**src/rtl/port_read_flush_tracker_pkg.sv**
```systemverilog
// Shared port-gasket definitions for the read flush tracker.
// Holds the flush FSM encoding and the default sizing limits.
// Pure declarations: no logic, so no latency or backpressure of its own.
package port_read_flush_tracker_pkg;

    localparam int DEF_MAX_OUTSTANDING = 256;
    localparam int DEF_FLUSH_TIMEOUT   = 4096;

    typedef enum int unsigned {
        RUN_B     = 0,
        DRAIN_B   = 1,
        DONE_B    = 2,
        TIMEOUT_B = 3
    } state_bit_e;

    // One-hot state vector; each state sets only the bit named by state_bit_e.
    typedef enum logic [3:0] {
        ST_RUN     = 4'(1 << RUN_B),
        ST_DRAIN   = 4'(1 << DRAIN_B),
        ST_DONE    = 4'(1 << DONE_B),
        ST_TIMEOUT = 4'(1 << TIMEOUT_B)
    } state_e;

endpackage

```
**src/rtl/port_outstanding_cnt.sv**
```systemverilog
// Outstanding-read counter: +1 on inc, -1 on dec, net zero when both, clear on force_clr.
// Count and underflow flag are registered, so both update one cycle after the event.
// No backpressure of its own; it saturates at MAX and never goes below zero.
module port_outstanding_cnt #(
    parameter int MAX = 256,
    parameter int CW  = $clog2(MAX) + 1
) (
    input  logic          clk,
    input  logic          rst,
    input  logic          inc,
    input  logic          dec,
    input  logic          force_clr,
    output logic [CW-1:0] cnt,
    output logic          underflow
);

    always_ff @(posedge clk) begin
        if (rst) begin
            cnt       <= '0;
            underflow <= 1'b0;
        end else begin
            // A completion with nothing outstanding is only an error if no read fired alongside it.
            underflow <= dec & ~inc & (cnt == '0);
            if (force_clr) begin
                cnt <= '0;
            end else if (inc & ~dec) begin
                if (cnt != CW'(MAX)) cnt <= cnt + CW'(1);
            end else if (dec & ~inc) begin
                if (cnt != '0) cnt <= cnt - CW'(1);
            end
        end
    end

endmodule

```
**src/rtl/port_read_flush_tracker.sv**
```systemverilog
// Tracks AFU reads in flight and drains them before a port soft reset completes.
// Gating is combinational; done and error flags are registered (done 1 cycle after cnt hits 0).
// Backpressure: reads are blocked outside RUN and whenever MAX_OUTSTANDING reads are in flight.
module port_read_flush_tracker
    import port_read_flush_tracker_pkg::*;
#(
    parameter int MAX_OUTSTANDING = DEF_MAX_OUTSTANDING,
    parameter int FLUSH_TIMEOUT   = DEF_FLUSH_TIMEOUT
) (
    input  logic                               clk_2x,
    input  logic                               rst_2x,
    input  logic                               i_afu_softreset,
    input  logic                               i_afu_rd_valid,
    output logic                               o_afu_rd_ready,
    output logic                               o_fab_rd_valid,
    input  logic                               i_fab_rd_ready,
    input  logic                               i_cpl_valid,
    input  logic                               i_cpl_last,
    output logic                               o_read_flush_done,
    output logic [$clog2(MAX_OUTSTANDING):0]   o_outstanding_cnt,
    output logic                               o_flush_timeout_err,
    output logic                               o_cpl_underflow_err
);

    localparam int CW = $clog2(MAX_OUTSTANDING) + 1;
    localparam int TW = $clog2(FLUSH_TIMEOUT) + 1;

    state_e        state;
    logic [TW-1:0] timer;
    logic [CW-1:0] cnt;
    logic          block;
    logic          full;
    logic          fire;
    logic          cpl;

    assign block          = (state != ST_RUN);
    assign full           = (cnt == CW'(MAX_OUTSTANDING));
    assign o_fab_rd_valid = i_afu_rd_valid & ~block & ~full;
    assign o_afu_rd_ready = i_fab_rd_ready & ~block & ~full;
    assign fire           = i_afu_rd_valid & o_afu_rd_ready;
    assign cpl            = i_cpl_valid & i_cpl_last;

    port_outstanding_cnt #(
        .MAX (MAX_OUTSTANDING),
        .CW  (CW)
    ) u_cnt (
        .clk       (clk_2x),
        .rst       (rst_2x),
        .inc       (fire),
        .dec       (cpl),
        .force_clr (state[TIMEOUT_B]),
        .cnt       (cnt),
        .underflow (o_cpl_underflow_err)
    );

    assign o_outstanding_cnt = cnt;

    // Done and timeout flags are written alongside the state so they line up with it.
    always_ff @(posedge clk_2x) begin
        if (rst_2x) begin
            state               <= ST_DONE;
            timer               <= '0;
            o_read_flush_done   <= 1'b1;
            o_flush_timeout_err <= 1'b0;
        end else begin
            o_flush_timeout_err <= 1'b0;
            case (state)
                ST_RUN: begin
                    timer <= '0;
                    if (i_afu_softreset) state <= ST_DRAIN;
                end
                ST_DRAIN: begin
                    timer <= timer + TW'(1);
                    if (cnt == '0) begin
                        state             <= ST_DONE;
                        o_read_flush_done <= 1'b1;
                    end else if (timer == TW'(FLUSH_TIMEOUT - 1)) begin
                        state               <= ST_TIMEOUT;
                        o_flush_timeout_err <= 1'b1;
                    end
                end
                ST_TIMEOUT: begin
                    state             <= ST_DONE;
                    o_read_flush_done <= 1'b1;
                end
                ST_DONE: begin
                    if (!i_afu_softreset) begin
                        state             <= ST_RUN;
                        o_read_flush_done <= 1'b0;
                    end
                end
                default: begin
                    state             <= ST_DONE;
                    o_read_flush_done <= 1'b1;
                end
            endcase
        end
    end

endmodule
```
**config.mk**
```make
export PLATFORM = sky130hd
export DESIGN_NAME = port_read_flush_tracker
export DESIGN_NICKNAME = d
export VERILOG_FILES = /design/src/rtl/port_read_flush_tracker_pkg.sv /design/src/rtl/port_outstanding_cnt.sv /design/src/rtl/port_read_flush_tracker.sv
export SDC_FILE = /design/constraint.sdc
export NUM_CORES = 1
export LEC_CHECK = 0
export ABC_AREA = 1
export BUFFER_PORTS_ARGS = -buffer_cell sky130_fd_sc_hd__buf_2
export CELL_PAD_IN_SITES_DETAIL_PLACEMENT = 0
export CELL_PAD_IN_SITES_GLOBAL_PLACEMENT = 1
export CORE_UTILIZATION = 41
export CTS_CLUSTER_SIZE = 16
export DETAILED_ROUTE_END_ITERATION = 8
export GPL_TIMING_DRIVEN = 0
export PLACE_DENSITY_LB_ADDON = 0.15
export SYNTH_ARGS = -nofsm -noshare
export SYNTH_HDL_FRONTEND = slang
export SYNTH_HIERARCHICAL = 1
export SYNTH_SLANG_ARGS = --single-unit
export TNS_END_PERCENT = 30
```
**constraint.sdc**
```tcl
create_clock -name clk_2x -period 2.67 [get_ports clk_2x]
set_input_delay 0.1335 -clock clk_2x [delete_from_list [all_inputs] [get_ports clk_2x]]
set_output_delay 0.1335 -clock clk_2x [all_outputs]
set_load 0.01 [all_outputs]
```
==> summary.md <==
| Metric | Value |
|---|---|
| Status | completed |
| Inst Count DP | 376 |
| CP Launch Type | flop |
| Crit path max-delay family | simple AND/OR/NAND/NOR gates |
| Worst min path class | in -> reg |
| Remaining routing DRC violations | 0 |
| Max incr delay on CP | 0.36 ns |
| Sw frac | 43.5% |
| Critical Path Start | state[3] |
| Final critical-path share of the clock period | 92.8% |
| Clock skew | 0.00551 ns |
| Combinational share of power | 48.6% |
| Width of the die | 71.4 um |
| Yosys warns | 6 |
| Dpl cell area | 2140 um^2 |
| P_sw | 0.779 mW |
| Global-route wire length before repair | 7750 um |
| Via/cell ratio | 4.86 |
| PwrDens | 783 nW/um^2 |
| WP depth | 15 |
| Post-synth EDFFs | 0 |
| WL final | 4430 um |
| Syn Nets | 322 |
| RR Endpoint | u_cnt/cnt[5] |
| Clk pin slew, worst setup/hold paths | 0.06 ns |
| Port Buffers | 20 |
| Clock power share | 19.3% |
| Crit end category | flop |
| R2r worst-path depth | 15 |
| Relative slew slack | 72.9% |
| Largest net degree at the start of global routing | 11 |
| HPWL after DPL | 3420 um |
| Min-delay src | rst_2x |
| Maximum root-to-sink buffer count | 2 |
| Mapped Avg Cell Area | 6.50 um^2 |
| Final hold viol count | 0 |
| Peak supply drop | 457 uV |
| Final core occ | 50.8% |
| Post-route total power | 1.79 mW |
| Pint | 1.01 mW |
| Starting Density | 43.9% |
| Yosys reg bits | 29 |
| Diode count | 0 |
| Final Hold Slack | 0.0745 ns |
| Vias in the first global route | 1670 |
| Critical setup path kind | reg -> reg |
| Final setup viols | 0 |
| Max-slew violations | 0 |
| Worst Path Required | 2.84 ns |
| CTS Sinks | 29 |
| Initial DRC Count | 95 |
| Layout cell share with drive strength beyond 1 | 22.1% |
| Setup TNS | 0 ns |
| Final GP Congestion | 0.749 |
| Top FF cell, synth | dfxtp_1 |
| Vias | 1882 |
| Final setup margin | 0.193 ns |
| # IOs | 21 |
| Final cell count without fillers | 387 |
| Syn-to-layout area delta | 15.8% |
| Initial antenna violation count | 0 |
| CTS tree | done |
| # fillers | 489 |
| Clock Root Buffer | clkbuf_8 |
| CTS Buf Count | 5 |
| CP max FO | 7 |
| Wire per inst | 11.4 um |
| Die H | 71.4 um |
| WP buf/inv | 2 |
| H-tree Lvls | 2 |
| Sequential cell area | 587 um^2 |
| Maxcap violations | 0 |
| Sequential power share | 32.2% |
| P_leak | 1.14 nW |
| Commonest non-fill, non-tap cell in the layout | nand2_1 |
| Clock Latency Late Sink | 0.28 ns |
| Die area | 5100 um^2 |
| Worst setup path endpoint | u_cnt/cnt[5] |
| Total core area | 4500 um^2 |
| Design area | 2290 um^2 |
| Post-detailed-route count of antenna-violating nets | 0 |
| Drt pass-1 iters | 4 |
| Register area share after synthesis | 29.4% |
| Core Rows | 24 |
| Tot GR Track Use | 19.3% |
| Max Freq | 0.404 GHz |
| Final #Nets | 352 |
| Post-Place Setup Slack | -0.267 ns |
| Synth Instances | 304 |
| Slowest cell on crit path | dfxtp_1 |
| Overflow after GRT | 0 |
| Multi-input gate area | 1230 um^2 |
| Post-Syn Area | 1980 um^2 |
| Most frequent cells in the layout | nand2_1 (87), nor2_1 (41), inv_1 (39) |
| CP Cell Sequence | nor2_4, nand3_4, inv_1, nand3_2, nor2_4, ha_4, inv_2, ha_1, or2_4, nand3b_1, nand2_1, nand2_1, nand2_2, nor2_1, nor2_1 |
| Yosys cell types | 37 |
| Worst-Margin Slew | 0.406 ns |
| Critical Path AT | 2.65 ns |
| Final worst path period need | 2.48 ns |
| RR Startpoint | state[3] |
| R2R setup slack | 0.19 ns |
| Fraction of registers with async set/reset | 0% |
-- kinds of logic (layout without fill, tap and decap cells) --
| group | after synthesis | count (layout) | share of synthesized area (%) |
|---|---|---|---|
| xor+xnor | 2 | 2 | 1.27 |
| simple gates | 179 | 179 | 41.9 |
| fa+ha+maj | 11 | 11 | 7.35 |
| compound gates | 33 | 33 | 10.2 |
| buf+inv | 50 | 81 | 9.94 |
| flops | 29 | 29 | 29.4 |
-- layer usage --
metal	up-vias	part of all wire [%]	track usage, %
li1	1015	-	-
met1	831	54	28.5
met2	30	41	28.3
met3	6	3.8	4.64
met4	0	0.93	4.67
met5	-	0	0
-- worst min-delay path by stage --
| stage | endpoint | slack (ns) | cells past startpoint |
|---|---|---|---|
| 3_5_place_dp | u_cnt/underflow | 0.37 | 2 |
| 3_3_place_gp | u_cnt/underflow | 0.39 | 2 |
| 5_1_grt | u_cnt/underflow | 0.07 | 2 |
| 4_1_cts | u_cnt/underflow | 0.07 | 2 |
| 6_report | u_cnt/underflow | 0.07 | 2 |
| 2_1_floorplan | u_cnt/underflow | 0.21 | 1 |
-- repair_timing --
item | CTS | global route
hold buffers | 0 | 0
setup endpoints to repair | 6 | 5
pin swaps | 0 | 3
resized for setup | 5 | 8
endpoints found under the hold margin | 0 | 0
buffers inserted | 0 | 3
-- Yosys cell counts, types with 2 or more instances --
cell type   n  area, um^2
nand2_1    87         327
nor2_1     42         158
inv_1      40         150
dfxtp_1    29         581
nand3_1    17        85.1
a21oi_1    15        75.1
ha_1       10         125
nand2_2     9        56.3
o21ai_0     7        35.0
inv_2       4        15.0
nand4_1     4        25.0
nor2_2      4        25.0
nand3_2     3        30.0
nand3b_1    3        22.5
o21ai_1     3        15.0
buf_2       2        10.0
clkinv_1    2        7.51
nor3_1      2        10.0
o22ai_1     2        12.5
or2_1       2        12.5
-- power groups by stage --
stage	Clock (mW)	Combinational, mW	Sequential [mW]
after floorplan	0	0.650	0.585
after global placement	0	0.834	0.581
after detailed placement	0	0.841	0.581
after CTS	0.354	0.853	0.574
after global routing	0.380	1.00	0.589
final	0.345	0.870	0.576
-- final cells by class --
type	count	share of cell area (%)
sequential	29	25.7
multi-input combinational	225	53.9
inverter	48	8.15
clock inverter	2	0.438
buffer	2	0.438
tap	52	2.84
timing repair buffer	23	5.36
clock buffer	6	3.17
-- sequential cells by signal (all words and copies together) (netlist names) --
signal and flops:
o_read_flush_done 1, timer 13, o_flush_timeout_err 1, u_cnt/cnt 9
u_cnt/underflow 1, state 4
(Power assumes the default switching activity.)
